File: config.mk
export PLATFORM = sky130hd
export DESIGN_NAME = dmem_result_streamer
export DESIGN_NICKNAME = d
export VERILOG_FILES = /design/src/rtl/riscv_pkg.sv /design/src/rtl/uart_tx_byte.sv /design/src/rtl/dmem_result_streamer.sv
export SDC_FILE = /design/constraint.sdc
export NUM_CORES = 1
export LEC_CHECK = 0
export BUFFER_PORTS_ARGS = -buffer_cell sky130_fd_sc_hd__buf_4
export CORE_MARGIN = 4
export CORE_UTILIZATION = 30
export CTS_CLUSTER_DIAMETER = 150
export DETAILED_ROUTE_END_ITERATION = 12
export GPL_TIMING_DRIVEN = 0
export PLACE_DENSITY_LB_ADDON = 0.05
export SYNTH_ARGS = -nofsm -noshare
export SYNTH_HDL_FRONTEND = slang
export SYNTH_SLANG_ARGS = --single-unit
File: constraint.sdc
create_clock -name clk -period 5.4 [get_ports clk]
set_input_delay 0.27 -clock clk [delete_from_list [all_inputs] [get_ports clk]]
set_output_delay 0.27 -clock clk [all_outputs]
set_load 0.03 [all_outputs]
File: src/rtl/riscv_pkg.sv
// Shared core-side definitions: data width, UART frame length and the result streamer state encoding.
package riscv_pkg;

  localparam int XLEN            = 32;
  localparam int UART_FRAME_BITS = 10;

  typedef enum logic [2:0] {
    IDLE,
    READ,
    CAPT,
    SEND,
    CSUM,
    FIN
  } streamer_state_t;

endpackage

File: src/rtl/uart_tx_byte.sv
// 8N1 UART transmitter for one byte; owns the baud and bit counters.
// ready is high when idle and during the final cycle of the stop bit, so loads there chain frames without a gap.
module uart_tx_byte
  import riscv_pkg::*;
#(
  parameter int CLKS_PER_BIT = 868
) (
  input  logic       clk,
  input  logic       reset,
  input  logic       load,
  input  logic [7:0] data,
  output logic       tx,
  output logic       ready
);

  localparam int BAUD_W = $clog2(CLKS_PER_BIT);

  logic              active;
  logic [BAUD_W-1:0] baud_cnt;
  logic [3:0]        bit_cnt;
  logic [7:0]        shreg;
  logic              bit_end;
  logic              frame_end;

  assign bit_end   = (baud_cnt == BAUD_W'(CLKS_PER_BIT - 1));
  assign frame_end = bit_end && (bit_cnt == 4'(UART_FRAME_BITS - 1));
  assign ready     = !active || frame_end;

  always_ff @(posedge clk or negedge reset) begin
    if (!reset) begin
      active   <= 1'b0;
      baud_cnt <= '0;
      bit_cnt  <= '0;
      shreg    <= '0;
    end else if (load && ready) begin
      active   <= 1'b1;
      baud_cnt <= '0;
      bit_cnt  <= '0;
      shreg    <= data;
    end else if (active) begin
      if (bit_end) begin
        baud_cnt <= '0;
        if (frame_end) begin
          active  <= 1'b0;
          bit_cnt <= '0;
        end else begin
          bit_cnt <= bit_cnt + 4'd1;
        end
      end else begin
        baud_cnt <= baud_cnt + BAUD_W'(1);
      end
    end
  end

  // Line level is decoded from the counters, so an async reset forces it high at once.
  always_comb begin
    tx = 1'b1;
    if (active) begin
      if (bit_cnt == 4'd0) begin
        tx = 1'b0;
      end else if (bit_cnt <= 4'd8) begin
        tx = shreg[3'(bit_cnt - 4'd1)];
      end
    end
  end

endmodule

File: src/rtl/dmem_result_streamer.sv
// Reads NUM_WORDS result words from data memory and streams them LSB byte first over 8N1 UART.
// Define DMEM_STREAM_CSUM_EN to append one XOR checksum byte after the data bytes.
module dmem_result_streamer
  import riscv_pkg::*;
#(
  parameter int              NUM_WORDS    = 8,
  parameter logic [XLEN-1:0] BASE_ADDR    = '0,
  parameter int              CLKS_PER_BIT = 868
) (
  input  logic            clk,
  input  logic            reset,
  input  logic            start,
  output logic            mem_rd_en,
  output logic [XLEN-1:0] mem_addr,
  input  logic [XLEN-1:0] mem_rdata,
  output logic            tx,
  output logic            busy,
  output logic            done
);

  localparam int WORD_W = $clog2(NUM_WORDS + 1);

  streamer_state_t   state, state_nxt;
  logic [WORD_W-1:0] word_idx;
  logic [1:0]        byte_idx;
  logic [1:0]        byte_nxt;
  logic [XLEN-1:0]   word_buf;
  logic              last_word;
  logic              uart_load;
  logic              uart_ready;
  logic [7:0]        uart_data;

  assign last_word = (word_idx == WORD_W'(NUM_WORDS - 1));
  assign byte_nxt  = byte_idx + 2'd1;
  assign mem_addr  = BASE_ADDR + {{(XLEN - WORD_W - 2){1'b0}}, word_idx, 2'b00};

`ifdef DMEM_STREAM_CSUM_EN
  logic [7:0] csum_q;

  always_ff @(posedge clk or negedge reset) begin
    if (!reset) begin
      csum_q <= '0;
    end else if (state == IDLE && start) begin
      csum_q <= '0;
    end else if (state == CAPT || (state == SEND && uart_ready && byte_idx != 2'd3)) begin
      csum_q <= csum_q ^ uart_data;
    end
  end
`endif

  always_ff @(posedge clk or negedge reset) begin
    if (!reset) begin
      state    <= IDLE;
      word_idx <= '0;
      byte_idx <= '0;
      word_buf <= '0;
    end else begin
      state <= state_nxt;
      case (state)
        IDLE: begin
          if (start) begin
            word_idx <= '0;
            byte_idx <= '0;
          end
        end
        CAPT: begin
          word_buf <= mem_rdata;
          byte_idx <= '0;
        end
        SEND: begin
          if (uart_ready) begin
            if (byte_idx != 2'd3) begin
              byte_idx <= byte_nxt;
            end else if (!last_word) begin
              word_idx <= word_idx + WORD_W'(1);
            end
          end
        end
        default: ;
      endcase
    end
  end

  // Byte 0 is loaded straight from the read port in CAPT so the first start bit lines up with SEND.
  always_comb begin
    state_nxt = state;
    mem_rd_en = 1'b0;
    busy      = 1'b0;
    done      = 1'b0;
    uart_load = 1'b0;
    uart_data = '0;
    case (state)
      IDLE: begin
        if (start) begin
          state_nxt = READ;
        end
      end
      READ: begin
        busy      = 1'b1;
        mem_rd_en = 1'b1;
        state_nxt = CAPT;
      end
      CAPT: begin
        busy      = 1'b1;
        uart_load = 1'b1;
        uart_data = mem_rdata[7:0];
        state_nxt = SEND;
      end
      SEND: begin
        busy = 1'b1;
        if (uart_ready) begin
          if (byte_idx != 2'd3) begin
            uart_load = 1'b1;
            uart_data = word_buf[{byte_nxt, 3'b000} +: 8];
          end else if (!last_word) begin
            state_nxt = READ;
          end else begin
`ifdef DMEM_STREAM_CSUM_EN
            uart_load = 1'b1;
            uart_data = csum_q;
            state_nxt = CSUM;
`else
            state_nxt = FIN;
`endif
          end
        end
      end
`ifdef DMEM_STREAM_CSUM_EN
      CSUM: begin
        busy = 1'b1;
        if (uart_ready) begin
          state_nxt = FIN;
        end
      end
`endif
      FIN: begin
        done      = 1'b1;
        state_nxt = IDLE;
      end
      default: state_nxt = IDLE;
    endcase
  end

  uart_tx_byte #(
    .CLKS_PER_BIT(CLKS_PER_BIT)
  ) u_tx (
    .clk  (clk),
    .reset(reset),
    .load (uart_load),
    .data (uart_data),
    .tx   (tx),
    .ready(uart_ready)
  );

endmodule
Word level (Yosys, flattened, before mapping)
Index checks and enable logic that the tools add are counted.

Magnitude comparators: 2. Add/sub/neg operators: 5. Shift operators: 1. Muxes and demuxes: 39. Equal/unequal tests: 13. Reductions and logical operators: 15.

Operators by type and width (number): $mux 4 (8); $shiftx 32x6->8 (1); $mux 10 (3); $mux 8 (2); $pmux 8 s2 (1); $mux 1 (13); $mux 3 (4); $pmux 3 s4 (1); $add 10x1->10 const B (1); $eq 10x10->1 const B (1); $ne 2x2->1 const B (5); $add 4x1->4 const B (2); $pmux 4 s2 (1); $eq 3x2->1 const B (2); $mux 2 (3); $pmux 2 s3 (1); $reduce_bool 2->1 (3); $reduce_and 5->1 (1); $eq 4x3->1 const B (1); $eq 4x4->1 const B (1); $le 4x4->1 const B (1); $logic_not 4->1 (1); $lt 3x4->1 const B (1); $reduce_and 4->1 (1); 15 further kinds (16).

Logic and storage cells: 83. Bits in registers: 64. Output and inout port bits: 36.

Depth between registers and ports, before layout
Depth in word-level cells: 8. Depth in mapped cells: 7. Mapped depth without buffers: 7.

Modules after synthesis
Synthesis repeated with hierarchy kept, for this count alone.

Cell total of the unflattened synthesis: 313. Area total of the unflattened synthesis: 3514.6 um^2.

By module, submodules not included: dmem_result_streamer (cells each 193, instances 1, seq. area each 1026.0 um^2, area each 2245.9 um^2); uart_tx_byte (cells each 120, instances 1, seq. area each 575.6 um^2, area each 1268.7 um^2).

Least setup slack after synthesis
OpenSTA, ideal clock, no wires.

Kind: flip-flop to output port. Start point: reg u_tx.bit_cnt[0]. End point: out tx. Path slack: 3.443 ns. Cell stages (with the launch flop): 8. Arrival time: 1.687 ns. Path through: dfrtp_1 -> inv_1 -> ha_1 -> mux4_2 -> o22ai_1 -> nor2_1 -> o32ai_1 -> nand2_1.

Word-level cells in the longest chain between the ends: 6. Elaborated cells on any way between the ends: 8. Those cells by class: add/sub: 1; order compare: 1; mux: 5; reduce/logical: 1.

RTL lines: from (decl) (RTL line uart_tx_byte.sv:20) `logic [3:0] bit_cnt;`; from (signal assigned) (RTL line uart_tx_byte.sv:47) `bit_cnt <= bit_cnt + 4'd1;`; $sub 3x1->3 (RTL line uart_tx_byte.sv:62) `tx = shreg[3'(bit_cnt - 4'd1)];`; $bmux 1 s3 (RTL line uart_tx_byte.sv:62); $mux 1 (implied by the code) (RTL line uart_tx_byte.sv:62); $mux 1 (RTL line uart_tx_byte.sv:61) `end else if (bit_cnt <= 4'd8) begin`; $mux 1 (*) (RTL line uart_tx_byte.sv:59) `if (bit_cnt == 4'd0) begin`; $mux 1 (*) (RTL line uart_tx_byte.sv:58) `if (active) begin`; to (decl) (RTL line dmem_result_streamer.sv:16) `output logic tx,`.

Mark *: on every way between the ends. The rest lies on a longest branch, timed or not. The select of a mux whose other input is x is not followed.

Worst setup path in the final report
Ends and elaborated chain as after synthesis.

==> impl_metrics.csv <==
group,metric,value,unit
power_and_ir_drop,clkPwrFrac,41.7,%
power_and_ir_drop,vdd_drop_max,0.1588,mV
routing,drt_wl_total,7886,um
worst_setup_path,crit_start,"u_tx.bit_cnt[0]",
sta,rsz0062_at_grt,"false",
floorplan,die_h,114.5,um
power_and_ir_drop,power_frac_seq,42.4,%
sta,max_freq,0.3990,GHz
routing,vias_per_cell,4.674,
worst_setup_path,crit_type,"flip-flop to output pin",
clocking,postCtsHoldBufs,0,
yosys,avgSynthCellArea,12.11,um^2
yosys,yosysSeqAreaShare,47.08,%
yosys,synthDistinctLibCells,54,
global_route,grt_start_max_net_pins,65,
routing,detail-route-antenna-nets,0,
worst_setup_path,r2r_start,"u_tx.baud_cnt[0]",
sta,finalClockSkew,3.522,ps
worst_setup_path,cp-end-kind,"output pin",
floorplan,start_util,30.98,%
routing,via_count,2365,
finish,fin_area,0.004293,mm^2
yosys,synth_edf_count,0,
sta,setup_tns,0,ps
power_and_ir_drop,combPwrFrac,15.9,%
yosys,netlist_instances,281,
place,gp_congestion,0.7574,
clocking,post-cts-setup-buffers,0,
place,preCtsSetupSlack,3235,ps
global_route,antenna_found_initial,0,
floorplan,core,0.01098,mm^2
worst_setup_path,path_max_fanout,6,
clocking,cts_resized,0,
floorplan,fp.dieW,114.5,um
sta,whs,57.62,ps
worst_setup_path,required,5130,ps
finish,area_delta_synth_final,26.19,%
finish,layout_common_cells,"buf_4 (70), dfrtp_1 (64), mux2_1 (32)",
power_and_ir_drop,p_switching,377.8,uW
global_route,first_global_vias,2453,
clocking,clock_latency,330,ps
status,status,"finished, final reports clean",
worst_setup_path,reg2reg_slack,3310,ps
yosys,synthFlopType,"dfrtp_1",
worst_setup_path,crit_path_start_kind,"flip-flop",
clocking,cts_buffers,9,
global_route,grt_usage,12.85,%
power_and_ir_drop,p_leak,0.001974,uW
clocking,cts.clk_slew.worst_paths,60,ps
global_route,grt_pass1_wl,13060,um
routing,drc,0,
sta,slew_headroom,42.81,%
clocking,root_buffer,"clkbuf_16",
sta,hold_viol,0,
clocking,htreeDepth,3,
yosys,yosysWarnings,0,
sta,worst_pin_slew,857.8,ps
hold_path,hold_path.class,"input port to asynchronous set/reset pin",
routing,drtIter0Drc,66,
clocking,clock-sinks,64,
yosys,synth-seq-cells,64,
finish,fin_util,39.09,%
global_route,grt_overflow_total,0,
finish,n_antenna_cell,0,
finish,drive_above_1_share,32.24,%
sta,setup_viol,0,
flow_run,maxCapViolCount,0,
sta,setup_slack,2894,ps
sta,report.final.slew_viol_count,0,
power_and_ir_drop,switching_share,26.85,%
worst_setup_path,worstPathArrival,2240,ps
routing,drt-wirelength-per-cell,15.58,um
sta,fin_crit,2506,ps
floorplan,num_rows,38,
place,port_buffers,42,
power_and_ir_drop,powerDensity,327.7,mW/mm^2
sta,finalCritPeriodShare,46.41,%
place,dpl_cell_area,0.003994,mm^2
routing,dr.pass1.iters,4,
power_and_ir_drop,internal-power,1029,uW
floorplan,ioPinCount,71,
clocking,cts_tree,"yes",
worst_setup_path,ff2ff_path_depth,6,
floorplan,dieArea,0.01311,mm^2
yosys,async_flop_share,100.0,%
finish,layout.nets,402,
finish,mostFrequentLayoutCell,"buf_4",
yosys,syn_area,0.003402,mm^2
place,hpwlAfterDp,5494,um
clocking,clk_path_buf_depth,2,
worst_setup_path,critical_path.reg2reg.endpoint,"u_tx.shreg[5]",
worst_setup_path,crit_end,"tx",
[stage by stage]
stage	std cells	power, uW
final	506	1407
after global routing	506	1481
after CTS	506	1426
after detailed placement	490	830.6
after global placement	490	826.5
after floorplan	308	758.0
[metal layers]
| metal | vias up | GRT usage [%] | part of all wire [%] |
|---|---|---|---|
| li1 | 1143 | - | - |
| met1 | 1160 | 16.75 | 46 |
| met2 | 52 | 20.18 | 48 |
| met3 | 10 | 3.805 | 3.9 |
| met4 | 0 | 4.751 | 1.6 |
| met5 | - | 0 | 0 |
[registers in the layout (all words and copies together) (netlist names)]
register,count
word_buf,32
state,3
u_tx.shreg,8
u_tx.active,1
u_tx.bit_cnt,4
byte_idx,2
word_idx,4
u_tx.baud_cnt,10
[cells in the mapped netlist (2+ instances only)]
| library cell | count | area share, % |
|---|---|---|
| o2bb2ai_1 | 8 | 2.1 |
| o21ai_0 | 12 | 1.8 |
| mux2_1 | 32 | 11 |
| a22o_1 | 2 | 0.51 |
| nand4_1 | 4 | 0.74 |
| o21ai_1 | 2 | 0.29 |
| xnor2_1 | 4 | 1.0 |
| a21oi_2 | 2 | 0.51 |
| or3_1 | 3 | 0.55 |
| nor3_1 | 4 | 0.59 |
| buf_2 | 6 | 0.88 |
| a22oi_1 | 8 | 1.8 |
| nand2_1 | 13 | 1.4 |
| nor3b_1 | 2 | 0.44 |
| and3b_1 | 2 | 0.51 |
| nor2_1 | 12 | 1.3 |
| a21oi_1 | 7 | 1.0 |
| inv_1 | 7 | 0.77 |
| nor3_2 | 2 | 0.59 |
| dfrtp_1 | 64 | 47 |
| and2b_1 | 2 | 0.44 |
| mux4_2 | 10 | 6.6 |
| buf_4 | 28 | 6.2 |
| clkbuf_1 | 2 | 0.22 |
| ha_1 | 6 | 2.2 |
| and2_1 | 2 | 0.37 |
| nand3_2 | 2 | 0.59 |
| nand3_1 | 7 | 1.0 |
[worst max-delay path, stage by stage (launching register included)]
cell and delay, ps:
dfrtp_1 480, inv_1 120, ha_1 360, mux4_2 340, o22ai_1 170, nor2_1 60, o32ai_1 110, nand2_1 90
buf_4 170
[power by group through the flow]
stage               Clock, uW  Sequential (uW)  Combinational, uW
finish                    586              597                223
CTS                       603              597                227
global placement            0              604                222
detailed placement          0              605                226
floorplan                   0              590                168
global route              628              606                246
[how the worst min path moves through the flow]
stage / start / end / slack [ps] / depth (start not counted)
3_5_place_dp: reset / u_tx.bit_cnt[2] / 460 / 1
3_3_place_gp: reset / u_tx.bit_cnt[3] / 460 / 1
4_1_cts: reset / u_tx.bit_cnt[2] / 90 / 1
6_report: reset / u_tx.baud_cnt[0] / 60 / 1
5_1_grt: reset / word_idx[1] / 130 / 1
2_1_floorplan: reset / byte_idx[0] / -30 / 0
[logic make-up (layout without fill, tap and decap cells)]
family,count (synthesis),count (layout),synth area share (%)
mux,43,43,17.54
other cells,1,28,0.1102
fa+ha+maj,6,6,2.207
compound gates,51,51,11.25
simple gates,67,67,12.47
xor+xnor,4,4,1.030
buf+inv,45,103,8.312
flops,64,64,47.08
[cell type report]
type	count	area, um^2
multi-input combinational	199	1619
timing repair buffer	42	315.3
buffer	38	256.5
tap	140	175.2
fill	1076	6690
sequential	64	1602
clock inverter	5	56.30
clock buffer	11	242.7
inverter	7	26.28
Power figures use the tool's default switching activity.
